===== config.mk =====
export PLATFORM = sky130hd
export DESIGN_NAME = bus_xfer_ctrl_flat
export DESIGN_NICKNAME = d
export VERILOG_FILES = /design/src/rtl/bus_xfer_if.sv /design/src/rtl/bus_xfer_ctrl.sv /design/src/flat_wrapper.sv
export SDC_FILE = /design/constraint.sdc
export NUM_CORES = 1
export LEC_CHECK = 0
export ABC_AREA = 1
export CAP_MARGIN = 20
export CORE_MARGIN = 1.5
export CORE_UTILIZATION = 50
export CTS_CLUSTER_DIAMETER = 40
export DETAILED_ROUTE_END_ITERATION = 10
export PLACE_DENSITY = 0.83
export SETUP_SLACK_MARGIN = 0.15
export SLEW_MARGIN = 5
export SYNTH_ARGS = -nofsm -noshare
export SYNTH_HDL_FRONTEND = slang
export SYNTH_SLANG_ARGS = --single-unit

===== constraint.sdc =====
create_clock -name clk -period 2.15 [get_ports clk]
set_clock_uncertainty 0.1 [all_clocks]
set_input_delay 0.3225 -clock clk [delete_from_list [all_inputs] [get_ports clk]]
set_output_delay 0.3225 -clock clk [all_outputs]
set_load 0.03 [all_outputs]

===== src/rtl/bus_xfer_if.sv =====
// Command and bus-control signals between the command master and bus_xfer_ctrl.
interface bus_xfer_if;
    logic       cmd_valid;
    logic       cmd_ready;
    logic [1:0] cmd_op;
    logic [1:0] cmd_src;
    logic [2:0] cmd_dst;
    logic [7:0] cmd_data;
    logic [7:0] bus_data;
    logic       eni, ena, enb, enc;
    logic       lda, ldb, ldc;
    logic       done;
    logic       err;
    logic       busy;

    modport master (
        output cmd_valid, cmd_op, cmd_src, cmd_dst, cmd_data,
        input  cmd_ready, bus_data, eni, ena, enb, enc, lda, ldb, ldc, done, err, busy
    );

    modport slave (
        input  cmd_valid, cmd_op, cmd_src, cmd_dst, cmd_data,
        output cmd_ready, bus_data, eni, ena, enb, enc, lda, ldb, ldc, done, err, busy
    );
endinterface


===== src/rtl/bus_xfer_ctrl.sv =====
// Shared-bus transfer sequencer: command FIFO plus an FSM that drives one bus driver per cycle.
// Optional macro SWAP_EN adds the 3-cycle A<->B swap (SW1..SW3); without it op 1 is illegal.
module bus_xfer_ctrl #(
    parameter int DEPTH = 4,
    parameter int AW    = 2
) (
    input logic       clk,
    input logic       rst_n,
    bus_xfer_if.slave bus
);

    typedef struct packed {
        logic [1:0] op;
        logic [1:0] src;
        logic [2:0] dst;
        logic [7:0] data;
    } cmd_t;

    typedef enum logic [2:0] {
        IDLE = 3'd0,
        XFER = 3'd1
`ifdef SWAP_EN
        ,
        SW1  = 3'd2,
        SW2  = 3'd3,
        SW3  = 3'd4
`endif
    } state_t;

`ifdef SWAP_EN
    localparam logic SWAP_OK = 1'b1;
`else
    localparam logic SWAP_OK = 1'b0;
`endif
    localparam logic [AW:0] FULL_CNT = (AW+1)'(DEPTH);

    cmd_t          mem_q [DEPTH];
    logic [AW-1:0] wr_ptr_q, wr_ptr_d, rd_ptr_q, rd_ptr_d;
    logic [AW:0]   cnt_q, cnt_d;
    state_t        state_q, state_d;
    logic [7:0]    bus_data_q, bus_data_d;
    logic [3:0]    en_q, en_d;   // [0]=in [1]=A [2]=B [3]=C
    logic [2:0]    ld_q, ld_d;   // [0]=A [1]=B [2]=C
    logic          done_q, done_d, err_q, err_d;

    logic full, empty, push, pop, take, illegal;
    cmd_t cmd_in, head;

    assign full    = (cnt_q == FULL_CNT);
    assign empty   = (cnt_q == '0);
    assign push    = bus.cmd_valid && !full;
    assign cmd_in  = '{op: bus.cmd_op, src: bus.cmd_src, dst: bus.cmd_dst, data: bus.cmd_data};
    assign head    = mem_q[rd_ptr_q];
    assign illegal = (head.dst == 3'b000) || head.op[1] || ((head.op == 2'd1) && !SWAP_OK);

    // A new command may start from IDLE or right after the final step of the previous one.
`ifdef SWAP_EN
    assign take = !empty && (state_q == IDLE || state_q == XFER || state_q == SW3);
`else
    assign take = !empty && (state_q == IDLE || state_q == XFER);
`endif

    always_comb begin
        state_d    = state_q;
        pop        = 1'b0;
        en_d       = '0;
        ld_d       = '0;
        done_d     = 1'b0;
        err_d      = 1'b0;
        bus_data_d = bus_data_q;
        if (take) begin
            pop = 1'b1;
            if (illegal) begin
                state_d = IDLE;
                err_d   = 1'b1;
            end else if (head.op == 2'd0) begin
                state_d           = XFER;
                en_d[head.src]    = 1'b1;
                ld_d              = head.dst;
                done_d            = 1'b1;
                if (head.src == 2'd0) bus_data_d = head.data;
            end
`ifdef SWAP_EN
            else begin
                state_d = SW1;
                en_d[1] = 1'b1;
                ld_d[2] = 1'b1;
            end
`endif
        end else begin
            state_d = IDLE;
`ifdef SWAP_EN
            if (state_q == SW1) begin
                state_d = SW2;
                en_d[2] = 1'b1;
                ld_d[0] = 1'b1;
            end else if (state_q == SW2) begin
                state_d = SW3;
                en_d[3] = 1'b1;
                ld_d[1] = 1'b1;
                done_d  = 1'b1;
            end
`endif
        end
    end

    always_comb begin
        wr_ptr_d = push ? wr_ptr_q + 1'b1 : wr_ptr_q;
        rd_ptr_d = pop  ? rd_ptr_q + 1'b1 : rd_ptr_q;
        cnt_d    = cnt_q + {{AW{1'b0}}, push} - {{AW{1'b0}}, pop};
    end

    always_ff @(posedge clk) begin
        if (push) mem_q[wr_ptr_q] <= cmd_in;
    end

    always_ff @(posedge clk or negedge rst_n) begin
        if (!rst_n) begin
            state_q    <= IDLE;
            wr_ptr_q   <= '0;
            rd_ptr_q   <= '0;
            cnt_q      <= '0;
            bus_data_q <= 8'h00;
            en_q       <= '0;
            ld_q       <= '0;
            done_q     <= 1'b0;
            err_q      <= 1'b0;
        end else begin
            state_q    <= state_d;
            wr_ptr_q   <= wr_ptr_d;
            rd_ptr_q   <= rd_ptr_d;
            cnt_q      <= cnt_d;
            bus_data_q <= bus_data_d;
            en_q       <= en_d;
            ld_q       <= ld_d;
            done_q     <= done_d;
            err_q      <= err_d;
        end
    end

    assign bus.cmd_ready = !full;
    assign bus.busy      = (state_q != IDLE) || !empty;
    assign bus.bus_data  = bus_data_q;
    assign bus.eni       = en_q[0];
    assign bus.ena       = en_q[1];
    assign bus.enb       = en_q[2];
    assign bus.enc       = en_q[3];
    assign bus.lda       = ld_q[0];
    assign bus.ldb       = ld_q[1];
    assign bus.ldc       = ld_q[2];
    assign bus.done      = done_q;
    assign bus.err       = err_q;

endmodule


===== src/flat_wrapper.sv =====
// flat-port wrapper written by rule: the top's interface ports become plain ports
module bus_xfer_ctrl_flat 
#(
    parameter int DEPTH = 4,
    parameter int AW    = 2
)
  (clk, rst_n, bus_cmd_valid, bus_cmd_op, bus_cmd_src, bus_cmd_dst, bus_cmd_data, bus_cmd_ready, bus_bus_data, bus_eni, bus_ena, bus_enb, bus_enc, bus_lda, bus_ldb, bus_ldc, bus_done, bus_err, bus_busy);
  bus_xfer_if bus_i ();
  input logic clk;
  input logic rst_n;
  input wire logic [$bits(bus_i.cmd_valid)-1:0] bus_cmd_valid;
  input wire logic [$bits(bus_i.cmd_op)-1:0] bus_cmd_op;
  input wire logic [$bits(bus_i.cmd_src)-1:0] bus_cmd_src;
  input wire logic [$bits(bus_i.cmd_dst)-1:0] bus_cmd_dst;
  input wire logic [$bits(bus_i.cmd_data)-1:0] bus_cmd_data;
  output wire logic [$bits(bus_i.cmd_ready)-1:0] bus_cmd_ready;
  output wire logic [$bits(bus_i.bus_data)-1:0] bus_bus_data;
  output wire logic [$bits(bus_i.eni)-1:0] bus_eni;
  output wire logic [$bits(bus_i.ena)-1:0] bus_ena;
  output wire logic [$bits(bus_i.enb)-1:0] bus_enb;
  output wire logic [$bits(bus_i.enc)-1:0] bus_enc;
  output wire logic [$bits(bus_i.lda)-1:0] bus_lda;
  output wire logic [$bits(bus_i.ldb)-1:0] bus_ldb;
  output wire logic [$bits(bus_i.ldc)-1:0] bus_ldc;
  output wire logic [$bits(bus_i.done)-1:0] bus_done;
  output wire logic [$bits(bus_i.err)-1:0] bus_err;
  output wire logic [$bits(bus_i.busy)-1:0] bus_busy;
  assign bus_i.cmd_valid = bus_cmd_valid;
  assign bus_i.cmd_op = bus_cmd_op;
  assign bus_i.cmd_src = bus_cmd_src;
  assign bus_i.cmd_dst = bus_cmd_dst;
  assign bus_i.cmd_data = bus_cmd_data;
  assign bus_cmd_ready = bus_i.cmd_ready;
  assign bus_bus_data = bus_i.bus_data;
  assign bus_eni = bus_i.eni;
  assign bus_ena = bus_i.ena;
  assign bus_enb = bus_i.enb;
  assign bus_enc = bus_i.enc;
  assign bus_lda = bus_i.lda;
  assign bus_ldb = bus_i.ldb;
  assign bus_ldc = bus_i.ldc;
  assign bus_done = bus_i.done;
  assign bus_err = bus_i.err;
  assign bus_busy = bus_i.busy;
  bus_xfer_ctrl #(.DEPTH(DEPTH), .AW(AW)) u_core (.clk(clk), .rst_n(rst_n), .bus(bus_i));
endmodule

==> results of run 1 <==
## worst max-delay path: stages, from the launching register on
cell and delay, ns:
dfrtp_1 0.43, nor2_2 0.13, nand2_2 0.08, ha_1 0.27
inv_1 0.04, ha_1 0.18, fa_1 0.38, xor2_1 0.17
## registers in the layout, summed over array words and instances (netlist names)
| register | count |
|---|---|
| u_core.bus.bus_data | 8 |
| u_core.bus.done | 1 |
| u_core.bus.err | 1 |
| u_core.cnt_q | 3 |
| u_core.en_q | 4 |
| u_core.ld_q | 3 |
| u_core.mem_q | 60 |
| u_core.rd_ptr_q | 2 |
| u_core.state_q | 1 |
| u_core.wr_ptr_q | 2 |
## cell usage in the layout, fill, tap and decap left out
master / synthesis / final
nor3_1: 1 / 1
nand4_4: 1 / 1
xor2_1: 4 / 4
a21oi_1: 1 / 1
edfxtp_1: 60 / 60
clkinv_1: 1 / 1
o21ai_0: 16 / 16
nor2_1: 29 / 28
nor2_8: 1 / 1
clkinv_4: 0 / 2
nand2_2: 1 / 2
nand3_2: 3 / 3
nand2_1: 50 / 49
clkdlybuf4s50_1: 0 / 34
dfrtp_1: 25 / 25
inv_2: 3 / 3
inv_1: 14 / 14
nand2_4: 4 / 4
fa_1: 1 / 1
o21ai_1: 1 / 1
or2_1: 1 / 1
nand3_4: 1 / 1
nand3_1: 18 / 18
clkinv_2: 1 / 3
clkbuf_8: 0 / 11
xnor2_1: 1 / 1
nor2_4: 1 / 1
dlygate4sd2_1: 0 / 1
nand3b_1: 1 / 1
buf_4: 2 / 9
o22ai_1: 8 / 8
clkbuf_2: 0 / 1
nor2_2: 1 / 2
inv_4: 1 / 2
ha_1: 6 / 6
## cells by family after synthesis
| family | Yosys count | share of synthesized area [%] |
|---|---|---|
| AND/OR/NAND/NOR | 113 | 16.5 |
| AO/OA/AOI/OAI | 26 | 4.11 |
| buffers and inverters | 29 | 4.14 |
| XOR/XNOR | 5 | 1.28 |
| adder cells (fa/ha/maj) | 7 | 2.79 |
| flip-flops | 85 | 71.2 |
## per-layer routing
layer	part of all wire, %	global-route usage [%]	up-vias
met1	43	23.5	991
met3	4.5	4.72	8
met5	0	0	-
met2	51	31.1	57
met4	1.6	7.92	0
li1	-	-	991
## through the flow
stage	hold WS (ns)	std cells
detailed placement	0.375	378
global placement	0.369	378
CTS	0.218	394
finish	0.218	394
global route	0.233	394
floorplan	-0.0731	265
## repair_timing
item	4_1_cts	5_1_grt
setup endpoints to repair	2	2
pin swaps	0	1
resized for setup	2	2
## final timing paths
path / from / end / slack, ns / cells after the start
max: u_core.cnt_q[1] / u_core.cnt_q[2] / 0.26 / 7
min: rst_n / u_core.en_q[1] / 0.22 / 2
max reg2reg: u_core.cnt_q[1] / u_core.cnt_q[2] / 0.26 / 7
min reg2reg: u_core.bus.bus_data[6] / u_core.bus.bus_data[6] / 0.39 / 2
max in group asynchronous: rst_n / u_core.bus.bus_data[7] / 1.49 / 2
min in group clk: u_core.bus.bus_data[6] / u_core.bus.bus_data[6] / 0.39 / 2
## cell type report
cell class	count	area share (%)
repair buffers	45	10.4
clock inverters	5	0.833
flip-flops and latches	85	59.8
clock buffers	11	3.73
multi-input cells	151	20.9
inverters	20	1.94
well taps	77	2.38
## power breakdown
group | switching [W] | leakage [nW] | internal (W)
clock network | 0.000557 | 0.0996 | 0.000483
registers | 0.000193 | 0.864 | 0.00223
logic | 0.00162 | 0.670 | 0.000838
total | 0.00237 | 1.63 | 0.00355
==> flow_summary.toml, run 1 <==
[clocking]
cts_tree = "done"
cts_setup_buffers = 0
htreeDepth = 3
clk_path_buf_depth = 2
path_clk_slew_ns = 0.08
cts.sinks = 85
clock_latency_ns = 0.35
numCtsBuffers = 9
cts-root-buf = "clkbuf_8"
cts_hold_buf = 0

[finish]
drive_gt1_share_pct = 14.5
n_fill_cell = 505
final_area_um2 = 4060
syn2layout_area_growth_pct = 18.9
seq_area_um2 = 2430
utilization_pct = 62.8
antennaDiodeCount = 0
multi_input_area_um2 = 847
fin_nets = 337

[sta]
relSlewSlack_pct = 67.8
post-route-period-util_pct = 87.8
rsz0062_at_grt = "no"
fin_tns_setup_ns = 0
maxSlewViolCount = 0
finalHoldViolCount = 0
setup_viol = 0
fmax_ghz = 0.530
worst_slack_ns = 0.262
worstMarginPinSlew_ns = 0.483
min_period_ns = 1.89

[floorplanning]
initial_core_util_pct = 52.8
fp.coreArea_um2 = 6460
num_rows = 29
die-area_um2 = 7330
dieWidth_um = 85.6
pin_count = 37
die_h_um = 85.6

[synth]
synth_seq_cells = 85
synth-edff-count = 60
ys_warn_count = 0
synth_cells = 265
synth_commonest_cells = "edfxtp_1 (60), nand2_1 (50), nor2_1 (29)"
synth.cell_area_um2 = 3410
avgSynthCellArea_um2 = 12.9
yosysSeqAreaShare_pct = 71.2
netlist.area_leader.share_pct = 52.8
synth_cell_types = 32
synthTopCellsByArea = "edfxtp_1 (53%), dfrtp_1 (18%), nand2_1 (5.5%)"
yosysMostFrequentCell = "edfxtp_1"
postSynth.asyncResetShare_pct = 29.4
yosysTopAreaCell = "edfxtp_1"
syn_nets = 290
synth_top_flop_cell = "edfxtp_1"

[setup_path]
crit_fanout = 3
cp_data_arrival_time_ns = 2.02
cp-start-kind = "flip-flop"
critPathCaptureType = "flip-flop"
path_class = "flip-flop to flip-flop"
required_ns = 2.29

[status]
violations = "design-rule violations"
status = "finished with violations"

[power]
ir_worst_vdd_mv = 0.548
finalPower_w = 0.00592
power_density_nw_per_um2 = 1460
leakage_nw = 1.63

[detailed_routing]
via_count = 2047
drc = 1
wl_um = 6250
detail_route.vias_per_cell = 5.20
drtIter0Drc = 145
postRouteAntennaNets = 0
wl_per_cell_um = 15.9
firstDrtPassIters = 7

[place]
dp_slack_ns = 0.243
place_area_um2 = 3880
dp_hpwl_um = 4000
port_buffers = 36
gp_congestion = 0.742

[run]
timing.max_cap.violations = 0

[grt]
grt_max_degree = 30
grt_pass1_wl_um = 10100
first_global_vias = 2046
antenna_found_initial = 0
grt_overflow = 0
grtUsageTotal_pct = 18.7

[hold_path]
hold_class = "input pin to asynchronous set/reset pin"
No activity file was read; power rests on OpenSTA's default activity.
==> run 2, diff against run 1 <==
CAP_MARGIN = unset   (was 20)
PLACE_DENSITY = unset   (was 0.83)
PLACE_DENSITY_LB_ADDON = 0.3   (was unset)
==> run 2 against run 1 <==
Against the previous run:
- the flow still finishes with violations (design-rule violations)
- die area stayed put
- register-to-register slack hardly changed
- final cell count stayed put
- setup slack worse by 0.0036 ns
- global-route usage is 0.73 points lower
- flip-flop and latch count stayed put
- core utilization is 0.48 points higher
- worst hold slack better by 0.022 ns
- cell area is 0.77% higher
- count of clock-buffer cells in the layout stayed put
- critical path depth stayed put
==> flow_summary.toml, run 2 (same netlist as run 1, synthesis figures left out) <==
[setup_path]
startpoint = "u_core.cnt_q[1]"
max_stage_delay_ns = 0.42
critPathTopFamily = "adder cells"
path_class = "flip-flop to flip-flop"
cp_slowest_cell = "dfrtp_1"
required_ns = 2.27
r2r_slack_ns = 0.26
reg2reg_depth = 7
path_cells = "nor2_2, nand2_2, ha_1, inv_1, ha_1, fa_1, xor2_1"
worst-path-buf-inv = 1
cp.depth = 7
cp_data_arrival_time_ns = 2.01
cp-start-kind = "flip-flop"
crit_top_cell = "ha_1"
cp-endpoint = "u_core.cnt_q[2]"
critPathCaptureType = "flip-flop"
crit_fanout = 3
reg2reg_to = "u_core.cnt_q[2]"
r2r_start = "u_core.cnt_q[1]"

[finish]
antennaDiodeCount = 0
fin_nets = 337
final_area_um2 = 4090
drive_gt1_share_pct = 14.2
final_cell_mix = "edfxtp_1 (60), nand2_1 (49), clkdlybuf4s50_1 (34), nor2_1 (28), dfrtp_1 (25)"
largest_register_ffs = 60
syn2layout_area_growth_pct = 19.8
final_common_cell = "edfxtp_1"
regMostFlops = "u_core.mem_q"

[run]
timing.max_cap.violations = 0

[floorplanning]
pin_count = 37
die_h_um = 85.6
die-area_um2 = 7330
initial_core_util_pct = 52.8
fp.coreArea_um2 = 6460
dieWidth_um = 85.6
num_rows = 29

[clocking]
cts_tree = "done"
clock_latency_ns = 0.34
clk_path_buf_depth = 2
htreeDepth = 3
cts_hold_buf = 0
cts-root-buf = "clkbuf_8"
cts.sinks = 85
numCtsBuffers = 9
path_clk_slew_ns = 0.08

[sta]
min_period_ns = 1.89
setup_viol = 0
fmax_ghz = 0.529
maxSlewViolCount = 0
fin_tns_setup_ns = 0
rsz0062_at_grt = "no"
relSlewSlack_pct = 68.8
worstMarginPinSlew_ns = 0.467
post-route-period-util_pct = 88.0
finalHoldViolCount = 0

[detailed_routing]
detail_route.vias_per_cell = 5.11
firstDrtPassIters = 7
postRouteAntennaNets = 0
drtIter0Drc = 121
wl_per_cell_um = 14.7
via_count = 2014
wl_um = 5790
drc = 3

[hold_path]
hold_class = "input pin to asynchronous set/reset pin"

[place]
dp_hpwl_um = 3650
place_area_um2 = 3880
gp_congestion = 0.747
port_buffers = 36

[grt]
antenna_found_initial = 0
grt_overflow = 0
grt_pass1_wl_um = 9870
grt_max_degree = 30
grtUsageTotal_pct = 18.0
first_global_vias = 2038

[power]
ir_worst_vdd_mv = 0.526
power_density_nw_per_um2 = 1470
leakage_nw = 1.65

[status]
status = "finished with violations"
violations = "design-rule violations"
-- run 2: cell types whose count changed in the layout (fill, tap and decap cells not counted) --
| cell | change |
|---|---|
| bufinv_16 | +2 |
| clkinv_4 | -2 |
| clkbuf_1 | +1 |
| clkbuf_8 | -1 |
| clkinv_2 | +1 |
| inv_4 | -1 |
-- run 2: routing by layer --
metal / part of all wire, % / GRT usage (%) / vias up / wire (um)
met2: 49 / 29.6 / 52 / 2840
met1: 45 / 23.3 / 957 / 2620
met5: 0 / 0 / - / 0
met4: 2.0 / 8.21 / 0 / 115
met3: 3.7 / 3.56 / 12 / 216
li1: - / - / 993 / -
-- run 2: worst min path at each step --
stage / startpoint / endpoint / slack [ns] / cells past startpoint
5_1_grt: rst_n / u_core.ld_q[1] / 0.29 / 2
4_1_cts: rst_n / u_core.wr_ptr_q[1] / 0.24 / 2
3_5_place_dp: u_core.bus.bus_data[0] / u_core.bus.bus_data[0] / 0.37 / 2
2_1_floorplan: rst_n / u_core.bus.bus_data[0] / -0.07 / 0
3_3_place_gp: u_core.bus.bus_data[0] / u_core.bus.bus_data[0] / 0.37 / 2
6_report: rst_n / u_core.wr_ptr_q[1] / 0.24 / 2
-- run 2: layout make-up --
| cell class | count | area (um2) |
|---|---|---|
| clock inverter | 5 | 75.1 |
| timing repair buffer | 45 | 422 |
| tap | 77 | 96.3 |
| clock buffer | 11 | 141 |
| inverter | 20 | 78.8 |
| sequential | 85 | 2430 |
| multi-input combinational | 151 | 847 |
| fill | 501 | 2370 |
-- run 2: what timing repair did --
action | in CTS | in global routing
pin swaps | 0 | 1
resized for setup | 2 | 2
setup buffers | 0 | 0
setup endpoints to repair | 2 | 2
-- run 2: per-stage QoR --
stage | cells | hold WS, ns | utilization [%] | power [W] | setup slack [ns]
global placement | 378 | 0.367 | 60.0 | 0.00480 | 0.314
CTS | 394 | 0.244 | 63.3 | 0.00608 | 0.183
detailed placement | 378 | 0.370 | 60.0 | 0.00488 | 0.250
global route | 394 | 0.291 | 63.3 | 0.00644 | 0.154
finish | 394 | 0.240 | 63.3 | 0.00603 | 0.259
floorplan | 265 | -0.0731 | - | 0.00416 | 0.112
-- run 2: report_power, final --
group	switching, W	leakage (nW)	internal, W	total [W]
sequential	0.000168	0.864	0.00223	0.00240
clock	0.000528	0.113	0.000681	0.00121
combinational	0.00159	0.670	0.000838	0.00242
